`config.mk`:
```
export PLATFORM = sky130hd
export DESIGN_NAME = pq_ctrl_flat
export DESIGN_NICKNAME = d
export VERILOG_FILES = /design/src/rtl/pq_if.sv /design/src/rtl/pq_ctrl.sv /design/src/flat_wrapper.sv
export SDC_FILE = /design/constraint.sdc
export NUM_CORES = 1
export LEC_CHECK = 0
export CAP_MARGIN = 10
export CORE_UTILIZATION = 59
export CTS_BUF_LIST = sky130_fd_sc_hd__clkbuf_2 sky130_fd_sc_hd__clkbuf_4 sky130_fd_sc_hd__clkbuf_8
export CTS_CLUSTER_DIAMETER = 100
export DETAILED_ROUTE_END_ITERATION = 8
export PLACE_DENSITY = 0.83
export SETUP_SLACK_MARGIN = 0.5
export SLEW_MARGIN = 20
export SYNTH_ARGS = -nofsm -noshare
export SYNTH_HDL_FRONTEND = slang
export SYNTH_SLANG_ARGS = --single-unit
```
`constraint.sdc`:
```
create_clock -name clk -period 3.8 [get_ports clk]
set_input_delay 0.57 -clock clk [delete_from_list [all_inputs] [get_ports clk]]
set_output_delay 0.57 -clock clk [all_outputs]
set_load 0.02 [all_outputs]
```
`src/rtl/pq_if.sv`:
```
// Decoder and memory-bus signal bundle for the pine16 prefetch-queue controller.
// master = pq_ctrl, slave = decoder plus bus arbiter/memory side.
interface pq_if #(
    parameter int AW = 16
);
    // Decoder: rqi_p is a level request. The controller answers with a one-cycle aki_n
    // and cmd_n valid in that cycle, and never acks on two consecutive cycles.
    // Bus: bus_req stays high with bus_adr stable until bus_gnt. bus_rdy later marks
    // the single outstanding read word on bus_din.
    logic          rqi_p;
    logic          rql_p;
    logic          aki_n;
    logic [31:0]   cmd_n;
    logic          flush_p;
    logic [AW-1:0] flush_adr;
    logic          bus_req;
    logic [AW-1:0] bus_adr;
    logic          bus_gnt;
    logic          bus_rdy;
    logic [15:0]   bus_din;

    modport master (
        input  rqi_p, rql_p, flush_p, flush_adr, bus_gnt, bus_rdy, bus_din,
        output aki_n, cmd_n, bus_req, bus_adr
    );

    modport slave (
        output rqi_p, rql_p, flush_p, flush_adr, bus_gnt, bus_rdy, bus_din,
        input  aki_n, cmd_n, bus_req, bus_adr
    );
endinterface

```
`src/rtl/pq_ctrl.sv`:
```
// Prefetch queue: fetches 16-bit code words into a circular queue and serves 32-bit command windows.
// Optional PQ_STALL_CNT_EN adds a saturating stall_cnt output.
module pq_ctrl #(
    parameter int DEPTH_W = 3,
    parameter int AW      = 16
) (
    input  logic       clk,
    input  logic       rst_n,
    pq_if.master       pq,
    output logic [1:0] fsm_state
`ifdef PQ_STALL_CNT_EN
    ,
    output logic [15:0] stall_cnt
`endif
);

    typedef enum logic [1:0] {
        IDLE = 2'd0,
        REQ  = 2'd1,
        WAIT = 2'd2,
        DROP = 2'd3
    } state_t;

    localparam int DEPTH = 1 << DEPTH_W;
    localparam logic [DEPTH_W:0] DEPTH_C = (DEPTH_W+1)'(1) << DEPTH_W;

    state_t           state;
    logic [AW-1:0]    fptr;
    logic [AW-1:0]    adr_r;
    logic             req_r;
    logic             aki_r;
    logic [31:0]      cmd_r;
    logic [DEPTH_W:0] head;
    logic [DEPTH_W:0] tail;
    logic [DEPTH_W:0] count;
    logic [DEPTH_W:0] need;
    logic [DEPTH_W-1:0] h0;
    logic [DEPTH_W-1:0] h1;
    logic [AW-1:0]    flush_base;
    logic             do_ack;
    logic             do_wr;
    logic [15:0]      mem [DEPTH];

    assign count      = tail - head;
    assign need       = pq.rql_p ? (DEPTH_W+1)'(2) : (DEPTH_W+1)'(1);
    assign h0         = head[DEPTH_W-1:0];
    assign h1         = head[DEPTH_W-1:0] + (DEPTH_W)'(1);
    assign flush_base = pq.flush_adr & ~(AW)'(1);

    // The !aki_r term keeps acks at least one cycle apart.
    assign do_ack = pq.rqi_p && !pq.flush_p && !aki_r && (count >= need);
    assign do_wr  = (state == WAIT) && pq.bus_rdy && !pq.flush_p;

    assign pq.aki_n    = aki_r;
    assign pq.cmd_n    = cmd_r;
    assign pq.bus_req  = req_r;
    assign pq.bus_adr  = adr_r;
    assign fsm_state   = state;

    always_ff @(posedge clk) begin
        if (do_wr) begin
            mem[tail[DEPTH_W-1:0]] <= pq.bus_din;
        end
    end

    always_ff @(posedge clk or negedge rst_n) begin
        if (!rst_n) begin
            head  <= '0;
            tail  <= '0;
            aki_r <= 1'b0;
            cmd_r <= '0;
        end else begin
            aki_r <= do_ack;
            if (do_ack) begin
                cmd_r <= {mem[h0], (pq.rql_p ? mem[h1] : 16'h0000)};
            end
            if (pq.flush_p) begin
                head <= '0;
                tail <= '0;
            end else begin
                if (do_ack) head <= head + need;
                if (do_wr)  tail <= tail + (DEPTH_W+1)'(1);
            end
        end
    end

    // Only one fetch is ever outstanding and IDLE has none in flight, so checking
    // count alone in IDLE reserves room for the returning word.
    always_ff @(posedge clk or negedge rst_n) begin
        if (!rst_n) begin
            state <= IDLE;
            fptr  <= '0;
            adr_r <= '0;
            req_r <= 1'b0;
        end else if (pq.flush_p) begin
            fptr  <= flush_base;
            req_r <= 1'b0;
            case (state)
                WAIT, DROP: state <= pq.bus_rdy ? IDLE : DROP;
                default:    state <= IDLE;
            endcase
        end else begin
            case (state)
                IDLE: begin
                    if (count < DEPTH_C) begin
                        state <= REQ;
                        req_r <= 1'b1;
                        adr_r <= fptr;
                    end
                end
                REQ: begin
                    if (pq.bus_gnt) begin
                        state <= WAIT;
                        req_r <= 1'b0;
                    end
                end
                WAIT: begin
                    if (pq.bus_rdy) begin
                        state <= IDLE;
                        fptr  <= fptr + (AW)'(2);
                    end
                end
                DROP: begin
                    if (pq.bus_rdy) state <= IDLE;
                end
                default: state <= IDLE;
            endcase
        end
    end

`ifdef PQ_STALL_CNT_EN
    always_ff @(posedge clk or negedge rst_n) begin
        if (!rst_n) begin
            stall_cnt <= '0;
        end else if (pq.rqi_p && !aki_r && (stall_cnt != 16'hFFFF)) begin
            stall_cnt <= stall_cnt + 16'd1;
        end
    end
`endif

endmodule

```
`src/flat_wrapper.sv`:
```
// flat-port wrapper written by rule: the top's interface ports become plain ports
module pq_ctrl_flat 
#(
    parameter int DEPTH_W = 3,
    parameter int AW      = 16
)
  (clk, rst_n, fsm_state, pq_rqi_p, pq_rql_p, pq_flush_p, pq_flush_adr, pq_bus_gnt, pq_bus_rdy, pq_bus_din, pq_aki_n, pq_cmd_n, pq_bus_req, pq_bus_adr);
  pq_if #(.AW(AW)) pq_i ();
  input  logic clk;
  input  logic rst_n;
  output logic [1:0] fsm_state;
  input wire logic [$bits(pq_i.rqi_p)-1:0] pq_rqi_p;
  input wire logic [$bits(pq_i.rql_p)-1:0] pq_rql_p;
  input wire logic [$bits(pq_i.flush_p)-1:0] pq_flush_p;
  input wire logic [$bits(pq_i.flush_adr)-1:0] pq_flush_adr;
  input wire logic [$bits(pq_i.bus_gnt)-1:0] pq_bus_gnt;
  input wire logic [$bits(pq_i.bus_rdy)-1:0] pq_bus_rdy;
  input wire logic [$bits(pq_i.bus_din)-1:0] pq_bus_din;
  output wire logic [$bits(pq_i.aki_n)-1:0] pq_aki_n;
  output wire logic [$bits(pq_i.cmd_n)-1:0] pq_cmd_n;
  output wire logic [$bits(pq_i.bus_req)-1:0] pq_bus_req;
  output wire logic [$bits(pq_i.bus_adr)-1:0] pq_bus_adr;
  assign pq_i.rqi_p = pq_rqi_p;
  assign pq_i.rql_p = pq_rql_p;
  assign pq_i.flush_p = pq_flush_p;
  assign pq_i.flush_adr = pq_flush_adr;
  assign pq_i.bus_gnt = pq_bus_gnt;
  assign pq_i.bus_rdy = pq_bus_rdy;
  assign pq_i.bus_din = pq_bus_din;
  assign pq_aki_n = pq_i.aki_n;
  assign pq_cmd_n = pq_i.cmd_n;
  assign pq_bus_req = pq_i.bus_req;
  assign pq_bus_adr = pq_i.bus_adr;
  pq_ctrl #(.DEPTH_W(DEPTH_W), .AW(AW)) u_core (.clk(clk), .rst_n(rst_n), .pq(pq_i), .fsm_state(fsm_state));
endmodule
```
==> reports/metrics.yaml, run 1 <==
global_routing:
  grtUsageTotal_pct: 25.9
  grt_pass1_vias: 5974
  grt_max_degree: 75
  grt_antenna_before_repair: 0
  overflow: 0
  grt_first_pass_wirelength_um: 31600
synthesis:
  synth_area_per_cell_um2: 16.2
  ys_ff_latch: 202
  synth_common_cells: "128 x edfxtp_1, 74 x dfrtp_1, 70 x nand2_1"
  synth_flop_cell: "edfxtp_1"
  syn_inst: 570
  synth-seq-area-share_pct: 61.7
  yosysTopAreaCellShare_pct: 41.6
  synth_area_um2: 9230
  synth_most_common_cell: "edfxtp_1"
  synth_fp_nets: 621
  yosysTopAreaCell: "edfxtp_1"
  synth_edf_count: 128
  synthArstFlopShare_pct: 36.6
  ys_warn_count: 0
  synth_area_leaders: "edfxtp_1 42%, dfrtp_1 20%, mux4_2 16%"
  synth_cell_types: 50
sta:
  max_freq_mhz: 328
  hold_violations: 0
  maxSlewHeadroom_pct: 32.0
  fin_skew_ns: 0.0175
  worstMarginPinSlew_ns: 1.02
  grt_setup_unrepaired: "false"
  final-setup-viol-count: 0
  period_needed_ns: 3.05
  finalCritPeriodShare_pct: 80.2
  tns_ns: 0
  worst_slack_ns: 0.753
  report.final.slew_viol_count: 0
setup_path:
  rr_endpoint: "u_core.pq.cmd_n[18]$_DFFE_PN0P_"
  cp_cell_sequence: "inv_1 -> ha_1 -> inv_1 -> fa_1 -> ha_1 -> a211o_1 -> o31ai_2 -> inv_4 -> mux2_2"
  r2r_start: "u_core.tail[0]$_DFFE_PN0P_"
  endpoint_kind: "register"
  startpoint_type: "register"
  critPathKind: "register to register"
  critPathSlowestCell: "o31ai_2"
  r2r_cells: 9
  max_stage_delay_ns: 0.45
  cp_max_fo: 33
  r2r_slack_ns: 0.75
  critPathRequiredTime_ns: 4.18
  crit_arrival_ns: 3.43
outcome:
  status: "finished clean"
die:
  io_pins: 91
  die_h_um: 127
  die_area_um2: 16200
  die_x_um: 127
  num_rows: 45
  start_util_pct: 60.5
  core_um2: 15300
pwr:
  ir_worst_vdd_uv: 413
  power_density_nw_per_um2: 725
  leakagePower_nw: 4.06
placement:
  port_buffers: 88
  dp_slack_ns: 0.439
  dp_hpwl_um: 12000
  post_dp_cell_area_um2: 10300
  gp_routability_congestion: 0.820
finish:
  area_growth_pct: 19.9
  fill_cells: 943
  num_antenna_cells: 0
  final_area_um2: 11100
  fin_nets: 729
  layout-drive-gt1-share_pct: 28.4
  fin_util_pct: 72.6
route:
  ant_nets: 0
  wirelength_um: 19900
  drc: 0
  wl_per_cell_um: 21.8
  avgViaCountPerCell: 6.20
  drtIter0Drc: 447
  drt_pass1_iterations: 5
  vias: 5670
clocking:
  cts_sinks: 202
  h-tree-depth: 2
  numCtsBuffers: 34
  post-cts-setup-buffer-count: 0
  insertion_delay_ns: 0.51
  ctsHoldBuffers: 0
  cts_resized: 0
  cts_tree: "built"
  cts-root-buf: "clkbuf_8"
  clock_path_buffers: 3
  clkTransAtPathRegs_ns: 0.06
worst_hold_path:
  holdCritPathClass: "input pin to asynchronous set/reset pin"
run:
  cap_violations: 0
[worst max-delay path by stage]
stage,end,startpoint,slack (ns),depth (start not counted)
finish,u_core.pq.cmd_n[18]$_DFFE_PN0P_,u_core.tail[0]$_DFFE_PN0P_,0.75,9
CTS,u_core.pq.cmd_n[28]$_DFFE_PN0P_,u_core.tail[0]$_DFFE_PN0P_,0.64,9
global route,u_core.pq.cmd_n[27]$_DFFE_PN0P_,u_core.tail[0]$_DFFE_PN0P_,0.59,9
global placement,u_core.pq.cmd_n[27]$_DFFE_PN0P_,pq_rql_p,0.47,8
detailed placement,u_core.pq.cmd_n[28]$_DFFE_PN0P_,pq_rql_p,0.44,8
floorplan,u_core.pq.cmd_n[10]$_DFFE_PN0P_,u_core.head[1]$_DFFE_PN0P_,0.70,10
[per-layer routing]
metal | up-vias | routed length, µm | GRT usage, %
met5 | - | 0 | 0
met4 | 0 | 477 | 10.7
met3 | 49 | 1650 | 5.61
met2 | 290 | 10200 | 43.5
met1 | 2902 | 7600 | 33.3
li1 | 2429 | - | -
[cells by family (layout without fill, tap and decap cells)]
kind of cell             after synthesis  count (layout)  synth area share, %
buffers and inverters                 43             176                 2.44
XOR/XNOR                              14              14                 1.33
AO/OA/AOI/OAI                         52              52                 3.85
AND/OR/NAND/NOR                      131             131                 6.71
multiplexers                         115             115                 22.2
flip-flops                           202             202                 61.7
other                                  1               1               0.0406
adder cells (fa/ha/maj)               12              12                 1.79
[per-stage QoR]
step / cells / hold WS [ns] / power [mW]
after floorplan: 570 / 0.274 / 5.06
after global placement: 853 / 0.489 / 5.94
after detailed placement: 853 / 0.496 / 6.06
after CTS: 914 / 0.242 / 8.09
after global routing: 914 / 0.294 / 8.41
final: 914 / 0.214 / 8.02
[area by class of cell]
type / count / area [µm²] / share of cell area [%]
clock buffers: 57 / 684 / 6.18
clock inverters: 4 / 45.0 / 0.407
inverters: 10 / 40.0 / 0.362
multi-input cells: 325 / 3320 / 30.0
flip-flops and latches: 202 / 5700 / 51.5
well taps: 211 / 264 / 2.38
repair buffers: 105 / 1020 / 9.20
[cell usage in the layout, fill, tap and decap left out, drive strengths merged, types with 2 or more instances in the layout]
cell type / netlist / routed
or2b: 2 / 2
nor3: 2 / 2
clkinv: 1 / 3
nand3b: 2 / 2
mux2: 49 / 49
a21oi: 5 / 5
and3: 2 / 2
o31ai: 2 / 2
and4: 2 / 2
buf: 17 / 18
xor2: 8 / 8
fa: 2 / 2
mux4: 64 / 64
mux2i: 2 / 2
nand2b: 3 / 3
clkbuf: 16 / 57
or3: 8 / 8
nand4: 3 / 3
o21ai: 17 / 17
nand3: 5 / 5
nand2: 70 / 70
inv: 9 / 9
xnor2: 6 / 6
a22o: 16 / 16
a31oi: 7 / 7
ha: 10 / 10
edfxtp: 128 / 128
clkdlybuf4s50: 0 / 87
or4: 4 / 4
nor2: 23 / 23
dfrtp: 74 / 74
[flip-flops by register name, indices dropped and copies added (netlist names)]
register / flops
u_core.pq.bus_req: 1
u_core.pq.aki_n: 1
u_core.tail: 4
u_core.head: 4
u_core.pq.bus_adr: 15
u_core.fsm_state: 2
u_core.fptr: 15
u_core.pq.cmd_n: 32
u_core.mem: 128
[worst max-delay path: cells and delay by family, from the launching register on]
family                   cells  cell delay [ns]
adder cells (fa/ha/maj)      3             0.92
AO/OA/AOI/OAI                2             0.76
buffers and inverters        3             0.46
flip-flops                   1             0.42
multiplexers                 1             0.36
[report_power, final]
part	total (mW)	switching, mW	internal, mW
sequential	2.82	0.185	2.64
combinational	3.17	1.47	1.70
clock	2.03	0.831	1.20
(Power assumes the default switching activity.)
==> run 2: changes to the inputs <==
clock period = 2.9 ns   (was 3.8 ns; I/O delays follow)
==> reports/metrics.yaml, run 2 (same netlist as run 1, synthesis figures left out) <==
pwr:
  leakagePower_nw: 4.18
  total_power_mw: 10.6
  ir_worst_vdd_uv: 513
  power_density_nw_per_um2: 931
die:
  die_x_um: 127
  core_um2: 15300
  io_pins: 91
  die_h_um: 127
  num_rows: 45
  start_util_pct: 60.5
  die_area_um2: 16200
finish:
  layout_commonest_cell: "edfxtp_1"
  final_cell_mix: "128 x edfxtp_1, 87 x clkdlybuf4s50_1, 72 x dfrtp_1"
  area_growth_pct: 22.8
  fin_nets: 752
  num_antenna_cells: 0
  layout-drive-gt1-share_pct: 32.1
  largest_reg_flops: 128
  fill_cells: 910
global_routing:
  grt_antenna_before_repair: 0
  grtUsageTotal_pct: 26.7
  grt_max_degree: 67
  grt_first_pass_wirelength_um: 32500
  grt_pass1_vias: 6059
  overflow: 0
clocking:
  cts_sinks: 202
  h-tree-depth: 1
  insertion_delay_ns: 0.57
  clock_path_buffers: 3
  clkTransAtPathRegs_ns: 0.06
  cts_tree: "built"
  cts-root-buf: "clkbuf_8"
  numCtsBuffers: 31
route:
  met2_length_um: 10500
  top_layer_used: "met4"
  wirelength_um: 20500
  drc: 0
  avgViaCountPerCell: 6.16
  wl_per_cell_um: 21.9
  drtIter0Drc: 380
  vias: 5762
  ant_nets: 0
  wl_met3_um: 1380
  met1_length_um: 7980
  drt_pass1_iterations: 5
setup_path:
  r2r_start: "u_core.tail[0]$_DFFE_PN0P_"
  critPathBufInv: 4
  worst_path_most_repeated_cell: "inv_2"
  cp_cell_sequence: "inv_2 -> ha_4 -> inv_2 -> fa_1 -> ha_1 -> a211o_1 -> o31ai_4 -> inv_2 -> buf_12 -> mux2_2"
  rr_endpoint: "u_core.pq.cmd_n[30]$_DFFE_PN0P_"
  r2r_cells: 10
  critPathSlowestCell: "fa_1"
  startpoint_type: "register"
  cp_max_fo: 20
  max_stage_delay_ns: 0.44
  endpoint_kind: "register"
  crit_family: "adder cells"
  crit_arrival_ns: 3.09
  r2r_slack_ns: 0.26
  critPathRequiredTime_ns: 3.35
  critPathKind: "register to register"
sta:
  final-setup-viol-count: 0
  report.final.slew_viol_count: 0
  maxSlewHeadroom_pct: 42.1
  worstMarginPinSlew_ns: 0.868
  period_needed_ns: 2.64
  grt_setup_unrepaired: "true"
  fin_skew_ns: 0.0137
  max_freq_mhz: 378
  finalCritPeriodShare_pct: 91.1
  hold_violations: 0
  tns_ns: 0
worst_hold_path:
  hold_path_end: "u_core.fptr[11]$_DFFE_PN0P_"
  hold-path-cell-count: 3
  hold_start: "pq_flush_adr[11]"
  holdCritPathClass: "input pin to register"
placement:
  gp_routability_congestion: 0.807
  port_buffers: 88
  dp_hpwl_um: 13000
run:
  cap_violations: 0
outcome:
  status: "finished clean"
-- run 2: cell type report --
cell class,count,area [µm²],share of cell area [%]
flip-flops and latches,202,5700,50.3
multi-input cells,325,3410,30.1
repair buffers,131,1270,11.2
clock buffers,52,616,5.43
well taps,211,264,2.33
inverters,10,46.3,0.408
clock inverters,5,28.8,0.254
-- run 2: how the worst max path moves through the flow --
stage	from	to	slack, ns	cells after the start
3_5_place_dp	u_core.tail[0]$_DFFE_PN0P_	u_core.pq.cmd_n[30]$_DFFE_PN0P_	0.04	10
3_3_place_gp	u_core.tail[0]$_DFFE_PN0P_	u_core.pq.cmd_n[27]$_DFFE_PN0P_	0.13	10
2_1_floorplan	u_core.head[1]$_DFFE_PN0P_	u_core.pq.cmd_n[10]$_DFFE_PN0P_	0.24	10
4_1_cts	u_core.tail[0]$_DFFE_PN0P_	u_core.pq.cmd_n[22]$_DFFE_PN0P_	0.22	10
6_report	u_core.tail[0]$_DFFE_PN0P_	u_core.pq.cmd_n[30]$_DFFE_PN0P_	0.26	10
5_1_grt	u_core.tail[0]$_DFFE_PN0P_	u_core.pq.cmd_n[22]$_DFFE_PN0P_	0.17	10
-- run 2: worst register-to-register path: stages, from the launching register on --
cell and delay, ns:
dfrtp_1 0.41, inv_2 0.11, ha_4 0.14, inv_2 0.03, fa_1 0.44, ha_1 0.28
a211o_1 0.30, o31ai_4 0.23, inv_2 0.10, buf_12 0.17, mux2_2 0.30
-- run 2: stage by stage --
stage               setup WS, ns  utilization (%)  hold slack [ns]  cell area [µm²]  cells
finish                     0.257             74.3            0.450            11300    936
global route               0.171             74.3            0.445            11300    936
CTS                        0.223             74.1            0.415            11300    933
detailed placement        0.0418             69.1            0.494            10500    870
global placement           0.131             69.1            0.489            10500    870
floorplan                  0.238                -            0.139             9320    570
-- run 2: routing by layer --
layer | global-route usage (%) | vias to the layer above
met3 | 4.73 | 60
met5 | 0 | -
li1 | - | 2476
met4 | 11.1 | 0
met1 | 34.0 | 2978
met2 | 45.6 | 248
-- run 2: timing repair --
item	CTS	global route
gates resized for setup	16	3
setup endpoints to repair	37	46
buffers inserted	5	3
pin swaps	4	1
hold buffers	1	0
hold endpoints to repair	40	0
-- run 2: power by group --
part | switching (mW) | internal, mW | leakage [nW]
registers | 0.252 | 3.46 | 2.06
clock network | 1.06 | 1.33 | 0.342
logic | 2.03 | 2.43 | 1.78
total | 3.34 | 7.22 | 4.18
==> run 3: changes to the inputs <==
CORE_MARGIN = 2   (was unset)
==> reports/metrics.yaml, run 3 (same netlist as run 1, synthesis figures left out) <==
route:
  wirelength_um: 20400
  avgViaCountPerCell: 6.05
  drtIter0Drc: 506
  vias: 5671
  wl_per_cell_um: 21.8
  met2_length_um: 10400
  wl_met3_um: 1210
  ant_nets: 0
  drc: 0
  met1_length_um: 8220
  top_layer_used: "met4"
  drt_pass1_iterations: 5
finish:
  largest_reg_flops: 128
  layout_commonest_cell: "edfxtp_1"
  num_antenna_cells: 0
  layout-drive-gt1-share_pct: 31.4
  fin_util_pct: 74.2
  fin_nets: 753
  final_cell_mix: "128 x edfxtp_1, 87 x clkdlybuf4s50_1, 71 x dfrtp_1"
  area_growth_pct: 22.6
pwr:
  power_density_nw_per_um2: 929
  ir_worst_vdd_uv: 688
  leakagePower_nw: 4.16
setup_path:
  startpoint_type: "register"
  crit_arrival_ns: 3.12
  r2r_slack_ns: 0.26
  rr_endpoint: "u_core.head[3]$_DFFE_PN0P_"
  critPathRequiredTime_ns: 3.39
  r2r_start: "u_core.tail[0]$_DFFE_PN0P_"
  critPathKind: "register to register"
  r2r_cells: 11
  cp_max_fo: 3
  endpoint_kind: "register"
  cp-startpoint: "u_core.tail[0]$_DFFE_PN0P_"
clocking:
  h-tree-depth: 1
  cts-root-buf: "clkbuf_8"
  insertion_delay_ns: 0.56
  cts_tree: "built"
  cts_sinks: 202
  clock_path_buffers: 3
  clkTransAtPathRegs_ns: 0.07
  numCtsBuffers: 31
global_routing:
  grtUsageTotal_pct: 25.2
  grt_first_pass_wirelength_um: 31900
  grt_pass1_vias: 6052
  grt_antenna_before_repair: 0
  overflow: 0
  grt_max_degree: 67
die:
  core_um2: 15300
  die_x_um: 129
  num_rows: 45
  die_area_um2: 16700
  io_pins: 91
  die_h_um: 129
  start_util_pct: 60.5
placement:
  gp_routability_congestion: 0.825
  dp_hpwl_um: 12900
  port_buffers: 88
sta:
  hold_violations: 0
  period_needed_ns: 2.64
  maxSlewHeadroom_pct: 53.7
  fin_skew_ns: 0.0174
  final-setup-viol-count: 0
  grt_setup_unrepaired: "true"
  report.final.slew_viol_count: 0
  max_freq_mhz: 379
  finalCritPeriodShare_pct: 90.9
  worstMarginPinSlew_ns: 0.694
  tns_ns: 0
run:
  cap_violations: 0
outcome:
  status: "finished clean"
worst_hold_path:
  holdCritPathClass: "input pin to asynchronous set/reset pin"
==> run 3: metal layers <==
layer	vias to the layer above	GRT usage [%]
li1	2470	-
met1	2909	33.3
met2	239	42.8
met3	53	3.88
met4	0	9.91
met5	-	0
==> run 3: per-stage QoR <==
step / total power, mW / setup WS, ns / cell area (µm²) / std cells / hold slack, ns
2_1_floorplan: 6.71 / 0.238 / 9320 / 570 / 0.139
3_3_place_gp: 7.87 / 0.155 / 10500 / 868 / 0.440
3_5_place_dp: 8.02 / 0.0711 / 10500 / 868 / 0.444
4_1_cts: 10.5 / 0.247 / 11300 / 932 / 0.378
5_1_grt: 11.0 / 0.203 / 11300 / 937 / 0.433
6_report: 10.5 / 0.264 / 11300 / 937 / 0.391
==> run 3: final cells by class <==
cell class,instances,area (µm²)
tap,211,264
multi-input combinational,325,3420
clock inverter,17,105
clock buffer,40,494
fill,877,3940
timing repair buffer,132,1300
inverter,10,46.3
sequential,202,5700
==> run 3: what timing repair did <==
action	4_1_cts	5_1_grt
resized for setup	16	3
hold endpoints to repair	36	0
setup buffers	6	4
setup endpoints to repair	37	52
cloned	0	0
hold buffers	1	0
pin swaps	4	1
==> run 3: worst max-delay path: stages, from the launching register on <==
cell,delay [ns]
dfrtp_1,0.39
inv_2,0.09
ha_4,0.14
inv_2,0.04
fa_1,0.45
ha_1,0.29
a211o_1,0.31
buf_4,0.15
buf_4,0.13
buf_6,0.11
or4_4,0.41
nand3_2,0.06
==> run 3: how the worst max path moves through the flow <==
stage,slack (ns),endpoint,cells after the start
final,0.26,u_core.head[3]$_DFFE_PN0P_,11
after global routing,0.20,u_core.pq.cmd_n[14]$_DFFE_PN0P_,10
after CTS,0.25,u_core.pq.cmd_n[25]$_DFFE_PN0P_,10
after detailed placement,0.07,u_core.pq.cmd_n[18]$_DFFE_PN0P_,10
after global placement,0.15,u_core.pq.cmd_n[17]$_DFFE_PN0P_,10
after floorplan,0.24,u_core.pq.cmd_n[10]$_DFFE_PN0P_,10
==> run 3: report_power, final <==
part	internal [mW]	leakage [nW]	switching, mW
Combinational	2.48	1.79	2.06
Sequential	3.45	2.06	0.250
Clock	1.20	0.315	1.08
